[src/rtl/ua_receive.sv]
// rtl/ua_receive.sv - 8N1 UART receiver with mid-symbol sampling and a one-entry ready/valid holding register.
// Optional sticky FramingError/Overrun flags are enabled by defining UA_RX_ERR_FLAGS_EN.
module ua_receive #(
  parameter int ClockFreq = 100_000_000,
  parameter int BaudRate  = 115_200
) (
  input  logic       Clock,
  input  logic       Reset,
  input  logic       SIn,
  output logic [7:0] DataOut,
  output logic       DataOutValid,
  input  logic       DataOutReady
`ifdef UA_RX_ERR_FLAGS_EN
  ,
  output logic       FramingError,
  output logic       Overrun
`endif
);

  localparam int SymbolEdgeTime    = ClockFreq / BaudRate;
  localparam int SampleTime        = SymbolEdgeTime / 2;
  localparam int ClockCounterWidth = (SymbolEdgeTime > 2) ? $clog2(SymbolEdgeTime) : 1;

  localparam logic [ClockCounterWidth-1:0] SampleLast = ClockCounterWidth'(SampleTime - 1);
  localparam logic [ClockCounterWidth-1:0] SymbolLast = ClockCounterWidth'(SymbolEdgeTime - 1);

  typedef enum logic [1:0] {
    IDLE,
    START,
    DATA,
    STOP
  } state_t;

  state_t                       state, stateNext;
  logic [ClockCounterWidth-1:0] clockCounter, clockCounterNext;
  logic [2:0]                   bitCount, bitCountNext;
  logic [7:0]                   shift, shiftNext;
  logic                         sInMeta, sInS;
  logic                         goodByte, frameErr;
  logic                         transfer;

  assign transfer = DataOutValid && DataOutReady;

  // SIn is asynchronous to Clock; resets to the idle-high line level.
  always_ff @(posedge Clock or negedge Reset) begin
    if (!Reset) begin
      sInMeta <= 1'b1;
      sInS    <= 1'b1;
    end else begin
      sInMeta <= SIn;
      sInS    <= sInMeta;
    end
  end

  always_ff @(posedge Clock or negedge Reset) begin
    if (!Reset) begin
      state        <= IDLE;
      clockCounter <= '0;
      bitCount     <= '0;
      shift        <= '0;
    end else begin
      state        <= stateNext;
      clockCounter <= clockCounterNext;
      bitCount     <= bitCountNext;
      shift        <= shiftNext;
    end
  end

  always_comb begin
    stateNext        = state;
    clockCounterNext = clockCounter;
    bitCountNext     = bitCount;
    shiftNext        = shift;
    goodByte         = 1'b0;
    frameErr         = 1'b0;
    unique case (state)
      IDLE: begin
        clockCounterNext = '0;
        bitCountNext     = '0;
        if (!sInS) stateNext = START;
      end
      START: begin
        if (clockCounter == SampleLast) begin
          clockCounterNext = '0;
          // A line that has returned high by mid-start-bit was a glitch.
          stateNext        = sInS ? IDLE : DATA;
        end else begin
          clockCounterNext = clockCounter + 1'b1;
        end
      end
      DATA: begin
        if (clockCounter == SymbolLast) begin
          clockCounterNext = '0;
          shiftNext        = {sInS, shift[7:1]};
          bitCountNext     = bitCount + 1'b1;
          if (bitCount == 3'd7) stateNext = STOP;
        end else begin
          clockCounterNext = clockCounter + 1'b1;
        end
      end
      STOP: begin
        if (clockCounter == SymbolLast) begin
          clockCounterNext = '0;
          goodByte         = sInS;
          frameErr         = !sInS;
          stateNext        = IDLE;
        end else begin
          clockCounterNext = clockCounter + 1'b1;
        end
      end
      default: stateNext = IDLE;
    endcase
  end

  // A byte finishing while the consumer stalls is dropped; the held byte wins.
  always_ff @(posedge Clock or negedge Reset) begin
    if (!Reset) begin
      DataOut      <= 8'h00;
      DataOutValid <= 1'b0;
    end else if (goodByte && (!DataOutValid || DataOutReady)) begin
      DataOut      <= shift;
      DataOutValid <= 1'b1;
    end else if (transfer) begin
      DataOutValid <= 1'b0;
    end
  end

`ifdef UA_RX_ERR_FLAGS_EN
  logic overrunEvent;
  assign overrunEvent = goodByte && DataOutValid && !DataOutReady;

  always_ff @(posedge Clock or negedge Reset) begin
    if (!Reset) begin
      FramingError <= 1'b0;
      Overrun      <= 1'b0;
    end else begin
      if (frameErr)          FramingError <= 1'b1;
      else if (transfer)     FramingError <= 1'b0;
      if (overrunEvent)      Overrun      <= 1'b1;
      else if (transfer)     Overrun      <= 1'b0;
    end
  end
`endif

endmodule

[config.mk]
export PLATFORM = sky130hd
export DESIGN_NAME = ua_receive
export DESIGN_NICKNAME = d
export VERILOG_FILES = /design/src/rtl/ua_receive.sv
export SDC_FILE = /design/constraint.sdc
export NUM_CORES = 1
export LEC_CHECK = 0
export CAP_MARGIN = 40
export CORE_ASPECT_RATIO = 1.5
export CORE_MARGIN = 2
export CORE_UTILIZATION = 50
export CTS_BUF_LIST = sky130_fd_sc_hd__clkbuf_8
export DETAILED_ROUTE_END_ITERATION = 7
export PLACE_DENSITY = 0.7
export SLEW_MARGIN = 20
export SYNTH_ARGS = -nofsm -noshare
export SYNTH_HDL_FRONTEND = slang
export SYNTH_SLANG_ARGS = --single-unit
[constraint.sdc]
create_clock -name Clock -period 5.8 [get_ports Clock]
set_input_delay 1.45 -clock Clock [delete_from_list [all_inputs] [get_ports Clock]]
set_output_delay 1.45 -clock Clock [all_outputs]
set_load 0.01 [all_outputs]
==> summary.md, run 1 <==
| Metric | Value |
|---|---|
| Antenna diodes | `0` |
| Post-Synth Adder-Cell Area | `0.0321` |
| IO buf count | `12` |
| Yosys cell types | `34` |
| CTS root buffer | `clkbuf_8` |
| Cts hold-fix bufs | `0` |
| Setup Buffers After CTS | `0` |
| Global route overflow | `0` |
| Relative slew margins | `0.470` |
| Mapped Area | `between 1500 and 2000 sq um` |
| Chip Width | `~50 microns` |
| Xor and xnor area share after synthesis | `0.0450` |
| Post-layout util | `0.620` |
| Max-cap violations | `0` |
| RSZ-0062 raised after global routing | `false` |
| Yosys reg bits | `34` |
| Final RePlAce weighted congestion | `between 0.7 and 0.8` |
| Worst-Margin Slew | `~0.79 ns` |
| DRT Pass-1 Iters | `4` |
| Multi-input gate area | `just under 700 sq um` |
| Synth Flop Type | `dfrtp_1` |
| Layout Cell Area excl Fill | `between 1500 and 2000 sq um` |
| Worst-path clk slew | `~0.070 ns` |
| GRT Util Overall | `0.169` |
| Post-synth EDFFs | `0` |
| Count leader, synth | `dfrtp_1` |
| Layout area overhead | `17.1%` |
| Syn nets | `approximately 130` |
| Reg2Reg Depth | `5` |
| Clock tree buffer depth | `2` |
| R2R Path End | `DataOut[5]` |
| Area leader, netlist | `dfrtp_1` |
| Vias per Instance | `5.44` |
| Via Count | `about 970` |
| Storage element area | `between 800 and 900 sq um` |
| Core region area | `2940 sq um` |
| Final Hold Fails | `0` |
| Synth warn | `0` |
| Share of layout cells above drive strength 1 | `0.230` |
| Post_cts resized | `0` |
| Multiplexer share of the synthesized area | `0.141` |
| Post-synthesis cell count | `121` |
| NumNets Final | `roughly 150` |
| Post-placement cell area | `between 1500 and 2000 sq um` |
| Setup-failing EPs final | `0` |
| Pwr dens | `250 nW/um^2` |
| DRC Markers | `0` |
| FFs w/ async S/R, synth | `1.00` |
| Post-route antenna net violation count | `0` |
| Fin crit period | `around 2.8 ns` |
| VDD IR max | `0.000210 V` |
| Initial antenna violation count | `0` |
| H-tree levels | `2` |
| CP endpoint | `DataOut[5]` |
| DIE AREA | `3590 sq um` |
| CP endpoint kind | `flip-flop` |
| Die Ht | `between 70 and 80 microns` |
| Post-route setup TNS | `0 ns` |
| I/O pin total | `13` |
| Area contributors post-synth | `dfrtp_1 (51%), mux2_4 (7.7%), mux2_2 (5.8%), dfstp_2 (3.4%), nor2_1 (3.4%)` |
| Worst setup SP type | `primary input` |
| HP Class | `reg -> reg` |
| Wire length after detailed routing | `~2500 microns` |
| Slew Limit Fails | `0` |
| Fill cells | `around 260` |
| Vias in the first global route | `~950` |
| Drt wl/cell | `approximately 14 microns` |
| CTS tree | `done` |
| Worst EP required | `5.97 ns` |
| Setup CP Type | `in -> reg` |
| Initial Utilization | `0.529` |
| Num Clock Sinks | `34` |
| Final period utilization | `0.475` |
| R2R setup slack | `approximately 3.6 ns` |
| Num rows | `24` |
| Reg2reg start | `clockCounter[0]` |
| Clock latency on the worst-skew pair | `roughly 0.29 ns` |
| Fmax | `0.363 GHz` |
| Largest family of logic cells by synthesized area | `simple AND/OR/NAND/NOR gates` |
| Seq/Total Area, Yosys | `0.548` |
| Hpwl dp | `about 1700 microns` |
| Post-synthesis simple-gate area fraction | `0.181` |
| CTS Buf Count | `5` |
| Hold Slack | `~0.36 ns` |
| Initial drt markers | `18` |
| Critical Path Fanout Max | `8` |
| Status | `completed` |
| Pin count of the biggest net entering global routing | `35` |
| First-pass GRT wire length | `approximately 4400 microns` |
| P_leak | `0.870 nW` |
| Synth Area in Compound Gates | `0.0386` |
| Arrival time worst endpoint | `approximately 2.9 ns` |
| Clock skew | `0.00551 ns` |
| Top-area cell type share of the netlist area | `0.514` |
| Commonest cells post-synth | `dfrtp_1 (32), nor2_1 (14), mux2_2 (8), mux2_4 (8)` |
| Critical Path Start | `DataOutReady` |
| Average cell area after synthesis | `about 13 sq um` |
stage by stage:
stage          worst slack (ns)  cells  total power, mW
6_report                   3.04    178            0.456
5_1_grt                    2.98    178            0.474
4_1_cts                    3.05    178            0.464
3_5_place_dp               2.74    170            0.251
3_3_place_gp               2.76    170            0.251
2_1_floorplan              3.35    121            0.243
logic make-up after synthesis:
kind of cell / Yosys count
adders and majority gates: 4
and+or+nand+nor: 46
xor gates and xnor gates: 8
AOI/OAI and AO/OA: 8
muxes: 17
buffers and inverters: 4
DFF: 34
routing by layer:
| layer | routed length [microns] | share of wire | up-vias | GRT usage |
|---|---|---|---|---|
| met3 | 121 | 0.048 | 8 | 0.0597 |
| met2 | 1330 | 0.53 | 16 | 0.286 |
| li1 | - | - | 464 | - |
| met1 | 991 | 0.40 | 480 | 0.179 |
| met5 | 0 | 0 | - | 0 |
| met4 | 66 | 0.026 | 0 | 0.102 |
cell usage in the layout (no fill, tap or decap), types with 2 or more instances in the layout:
cell type / instances
nand4_1: 2
clkbuf_8: 5
mux2_2: 8
nand2_1: 7
a311o_1: 2
dfstp_2: 2
xnor2_1: 3
clkdlybuf4s50_1: 12
ha_1: 4
and3_1: 3
xor2_1: 5
nand3_1: 7
and2_1: 2
dfrtp_1: 32
clkinv_2: 2
nor2_1: 14
mux2_4: 8
o21ai_0: 2
cell type report:
class / count / area share
timing repair buffer: 13 / 0.0700
clock inverter: 3 / 0.0219
inverter: 1 / 0.00206
multi-input combinational: 83 / 0.374
clock buffer: 5 / 0.0377
tap: 39 / 0.0267
sequential: 34 / 0.468
how the worst min path moves through the flow:
stage | from | endpoint | cells past startpoint
after floorplan | sInMeta | sInS | 0
after global placement | sInMeta | sInS | 0
after detailed placement | sInMeta | sInS | 0
after CTS | sInMeta | sInS | 0
after global routing | sInMeta | sInS | 0
final | sInMeta | sInS | 0
worst max-delay path, cell delays in order:
cell	delay, ns
clkdlybuf4s50_1	0.44
nand2b_1	0.10
or3b_1	0.56
mux2_4	0.37
power breakdown:
group          switching (mW)  internal (mW)  leakage, nW
Combinational         0.00465        0.00235        0.358
Sequential           0.000567          0.238        0.453
Clock                  0.0837          0.126       0.0579
state kept, by name (all words and copies together) (netlist names), named ones only:
register and cells:
DataOut 8, sInMeta 1, sInS 1, DataOutValid 1, shift 8, bitCount 3
clockCounter 10, state 1
Note: power is estimated with default switching activity, not from simulation.
==> inputs of run 2 (changes only) <==
--- a/config.mk
+++ b/config.mk
@@ -11,7 +11,7 @@
 export CORE_UTILIZATION = 50
 export CTS_BUF_LIST = sky130_fd_sc_hd__clkbuf_8
 export DETAILED_ROUTE_END_ITERATION = 7
-export PLACE_DENSITY = 0.7
+export PLACE_DENSITY = 0.73
 export SLEW_MARGIN = 20
 export SYNTH_ARGS = -nofsm -noshare
 export SYNTH_HDL_FRONTEND = slang
==> constraint.sdc (replaced) <==
create_clock -name Clock -period 2.3 [get_ports Clock]
set_input_delay 0.575 -clock Clock [delete_from_list [all_inputs] [get_ports Clock]]
set_output_delay 0.575 -clock Clock [all_outputs]
set_load 0.01 [all_outputs]
==> run 2 against run 1 <==
Against the previous run:
- utilization fell by 0.21 points
- hold slack worse by 0.0035 ns
- combinational power is 150% higher
- largest cell class unchanged
- critical path type is now reg -> reg
- highest routed layer unchanged
- critical endpoint unchanged
- non-clock buffer count rose by 3
- sequential share of layout area grew 0.16 points
==> summary.md, run 2 (synthesized netlist as in run 1, its figures left out) <==
| Metric | Value |
|---|---|
| Status | `completed (unchanged)` |
| Num rows | `24 (unchanged)` |
| Final period utilization | `0.923` |
| Crit-path slowest cell | `or3b_1 (unchanged)` |
| DIE AREA | `3590 sq um (unchanged)` |
| VDD IR max | `0.000407 V (was 0.000210 V)` |
| CTS Buf Count | `5 (unchanged)` |
| Final Non-Filler Cells | `181 (was 178)` |
| DRT Pass-1 Iters | `6 (was 4)` |
| Fin crit period | `between 2 and 2.5 ns` |
| DRC Markers | `0 (unchanged)` |
| Critical Path Fanout Max | `8 (unchanged)` |
| Chip Width | `49.6 microns (unchanged)` |
| CTS root buffer | `clkbuf_8 (unchanged)` |
| Die Ht | `72.4 microns (unchanged)` |
| RSZ-0062 raised after global routing | `false (unchanged)` |
| R2R setup slack | `0.18 ns (was 3.56 ns)` |
| Wire length after detailed routing | `2450 microns (was 2510 microns)` |
| Antenna diodes | `0 (unchanged)` |
| Core region area | `2940 sq um (unchanged)` |
| Hpwl dp | `1740 microns (was 1750 microns)` |
| Layout area overhead | `16.7% (was 17.1%)` |
| CTS tree | `done (unchanged)` |
| Worst EP required | `2.47 ns (was 5.97 ns)` |
| Pwr dens | `560 nW/um^2 (was 250 nW/um^2)` |
| CP bufs+invs | `0 (was 1)` |
| Fill cells | `246 (was 264)` |
| Vias per Instance | `5.19 (was 5.44)` |
| Worst-Margin Slew | `0.447 ns (was 0.794 ns)` |
| Global route overflow | `0 (unchanged)` |
| Setup Buffers After CTS | `0 (unchanged)` |
| Int Power | `0.808 mW (was 0.367 mW)` |
| WHS Endpoint | `sInS (unchanged)` |
| Max reg flops | `10 (unchanged)` |
| CP endpoint kind | `flip-flop (unchanged)` |
| Reg2Reg Depth | `5 (unchanged)` |
| Worst-path clk slew | `0.06 ns (was 0.07 ns)` |
| Biggest register | `clockCounter (unchanged)` |
| Relative slew margins | `0.702 (was 0.470)` |
| Fmax | `between 0.4 and 0.5 GHz` |
| Clock tree buffer depth | `2 (unchanged)` |
| Final RePlAce weighted congestion | `0.803 (was 0.766)` |
| H-tree levels | `2 (unchanged)` |
| Arrival time worst endpoint | `2.29 ns (was 2.93 ns)` |
| Initial Utilization | `0.529 (unchanged)` |
| Comb pwr share | `0.017 (was 0.015)` |
| Biggest regs | `clockCounter x10, DataOut x8, shift x8 (unchanged)` |
| Flop pwr share | `0.592 (was 0.524)` |
| IO buf count | `12 (unchanged)` |
| Most common cell after layout, fill and taps aside | `dfrtp_1 (unchanged)` |
| Post-route antenna net violation count | `0 (unchanged)` |
| Slew Limit Fails | `0 (unchanged)` |
| Slowest stage delay, CP | `0.60 ns (was 0.56 ns)` |
| I/O pin total | `13 (unchanged)` |
| Via Count | `940 (was 968)` |
| Clock skew | `0.00259 ns (was 0.00551 ns)` |
| Drt wl/cell | `13.5 microns (was 14.1 microns)` |
| Initial drt markers | `16 (was 18)` |
| Num Clock Sinks | `34 (unchanged)` |
| Reg2reg start | `clockCounter[0] (unchanged)` |
| Vias in the first global route | `946 (was 954)` |
| Most frequent cells in the layout | `dfrtp_1 (32), nor2_1 (14), clkdlybuf4s50_1 (12), mux2_2 (8), mux2_4 (8) (unchanged)` |
| HP Class | `reg -> reg (unchanged)` |
| Pin count of the biggest net entering global routing | `35 (unchanged)` |
| Setup CP Type | `reg -> reg (was in -> reg)` |
| Delay-heaviest family, CP | `simple AND/OR/NAND/NOR gates (unchanged)` |
| Post-route setup TNS | `0 ns (unchanged)` |
| Cell chain of the critical path | `ha_1, and4bb_4, nand4_4, or3b_1, mux2_4 (was clkdlybuf4s50_1, nand2b_1, or3b_1, mux2_4)` |
| Setup-failing EPs final | `0 (unchanged)` |
| Switch share | `0.206 (was 0.195)` |
| Psw | `0.210 mW (was 0.0889 mW)` |
| Clock latency on the worst-skew pair | `0.28 ns (was 0.29 ns)` |
| Post_cts resized | `0 (unchanged)` |
| Max-cap violations | `0 (unchanged)` |
| Cts hold-fix bufs | `0 (unchanged)` |
| Initial antenna violation count | `0 (unchanged)` |
| First-pass GRT wire length | `4230 microns (was 4400 microns)` |
| Final Hold Fails | `0 (unchanged)` |
| R2R Path End | `DataOut[5] (unchanged)` |
| Clock power share | `0.391 (was 0.461)` |
| Share of layout cells above drive strength 1 | `0.225 (was 0.230)` |
| Placed insts | `173 (was 170)` |
| NumNets Final | `149 (was 146)` |
| Worst setup SP type | `flip-flop (was primary input)` |
| Hold path depth | `0 (unchanged)` |
| GRT Util Overall | `0.158 (was 0.169)` |
| P_leak | `0.879 nW (was 0.870 nW)` |
| Worst Min Path Start | `sInMeta (unchanged)` |
## run 2: cell count changes in the layout (fill, tap and decap cells not counted), sizes merged
cell	previous run	this run
buf	1	4
bufinv	1	0
inv	1	4
clkinv	2	0
## run 2: layout make-up
cell class	count	area, sq um	area share
clock buffer	5	68.8	0.0379
clock inverter	3	11.3	0.00619
inverter	1	3.75	0.00206
multi-input combinational	83	682	0.375
sequential	34	853	0.469
tap	39	48.8	0.0268
timing repair buffer	16	150	0.0826
## run 2: stage by stage
step / utilization / power [mW] / hold WS [ns] / cell area (sq um) / setup WS [ns]
floorplan: - / 0.614 / 0.279 / 1560 / 0.342
CTS: 0.618 / 1.04 / 0.359 / 1820 / 0.159
finish: 0.618 / 1.02 / 0.358 / 1820 / 0.177
global route: 0.618 / 1.07 / 0.364 / 1820 / 0.0878
global placement: 0.591 / 0.632 / 0.348 / 1740 / 0.130
detailed placement: 0.591 / 0.632 / 0.349 / 1740 / 0.104
## run 2: power by group through the flow
stage	Clock, mW	Combinational [mW]	Sequential (mW)
floorplan	0	0.000607	0.613
global placement	0	0.0181	0.614
detailed placement	0	0.0185	0.614
CTS	0.423	0.0184	0.603
global route	0.445	0.0205	0.602
finish	0.398	0.0174	0.603
## run 2: worst max-delay path by stage
stage / start / slack (ns) / endpoint / cells past startpoint
2_1_floorplan: clockCounter[0] / 0.34 / DataOut[0] / 6
3_3_place_gp: DataOutReady / 0.13 / DataOut[6] / 4
3_5_place_dp: DataOutReady / 0.10 / DataOut[5] / 4
4_1_cts: clockCounter[0] / 0.16 / DataOut[5] / 5
5_1_grt: clockCounter[0] / 0.09 / DataOut[1] / 5
6_report: clockCounter[0] / 0.18 / DataOut[5] / 5
## run 2: layer usage
layer,part of all wire,track usage,wire length [microns],vias to the layer above
met5,0,0,0,-
met4,0.013,0.0833,32,0
met3,0.043,0.0576,105,3
met2,0.51,0.261,1260,17
met1,0.43,0.178,1050,454
li1,-,-,-,466
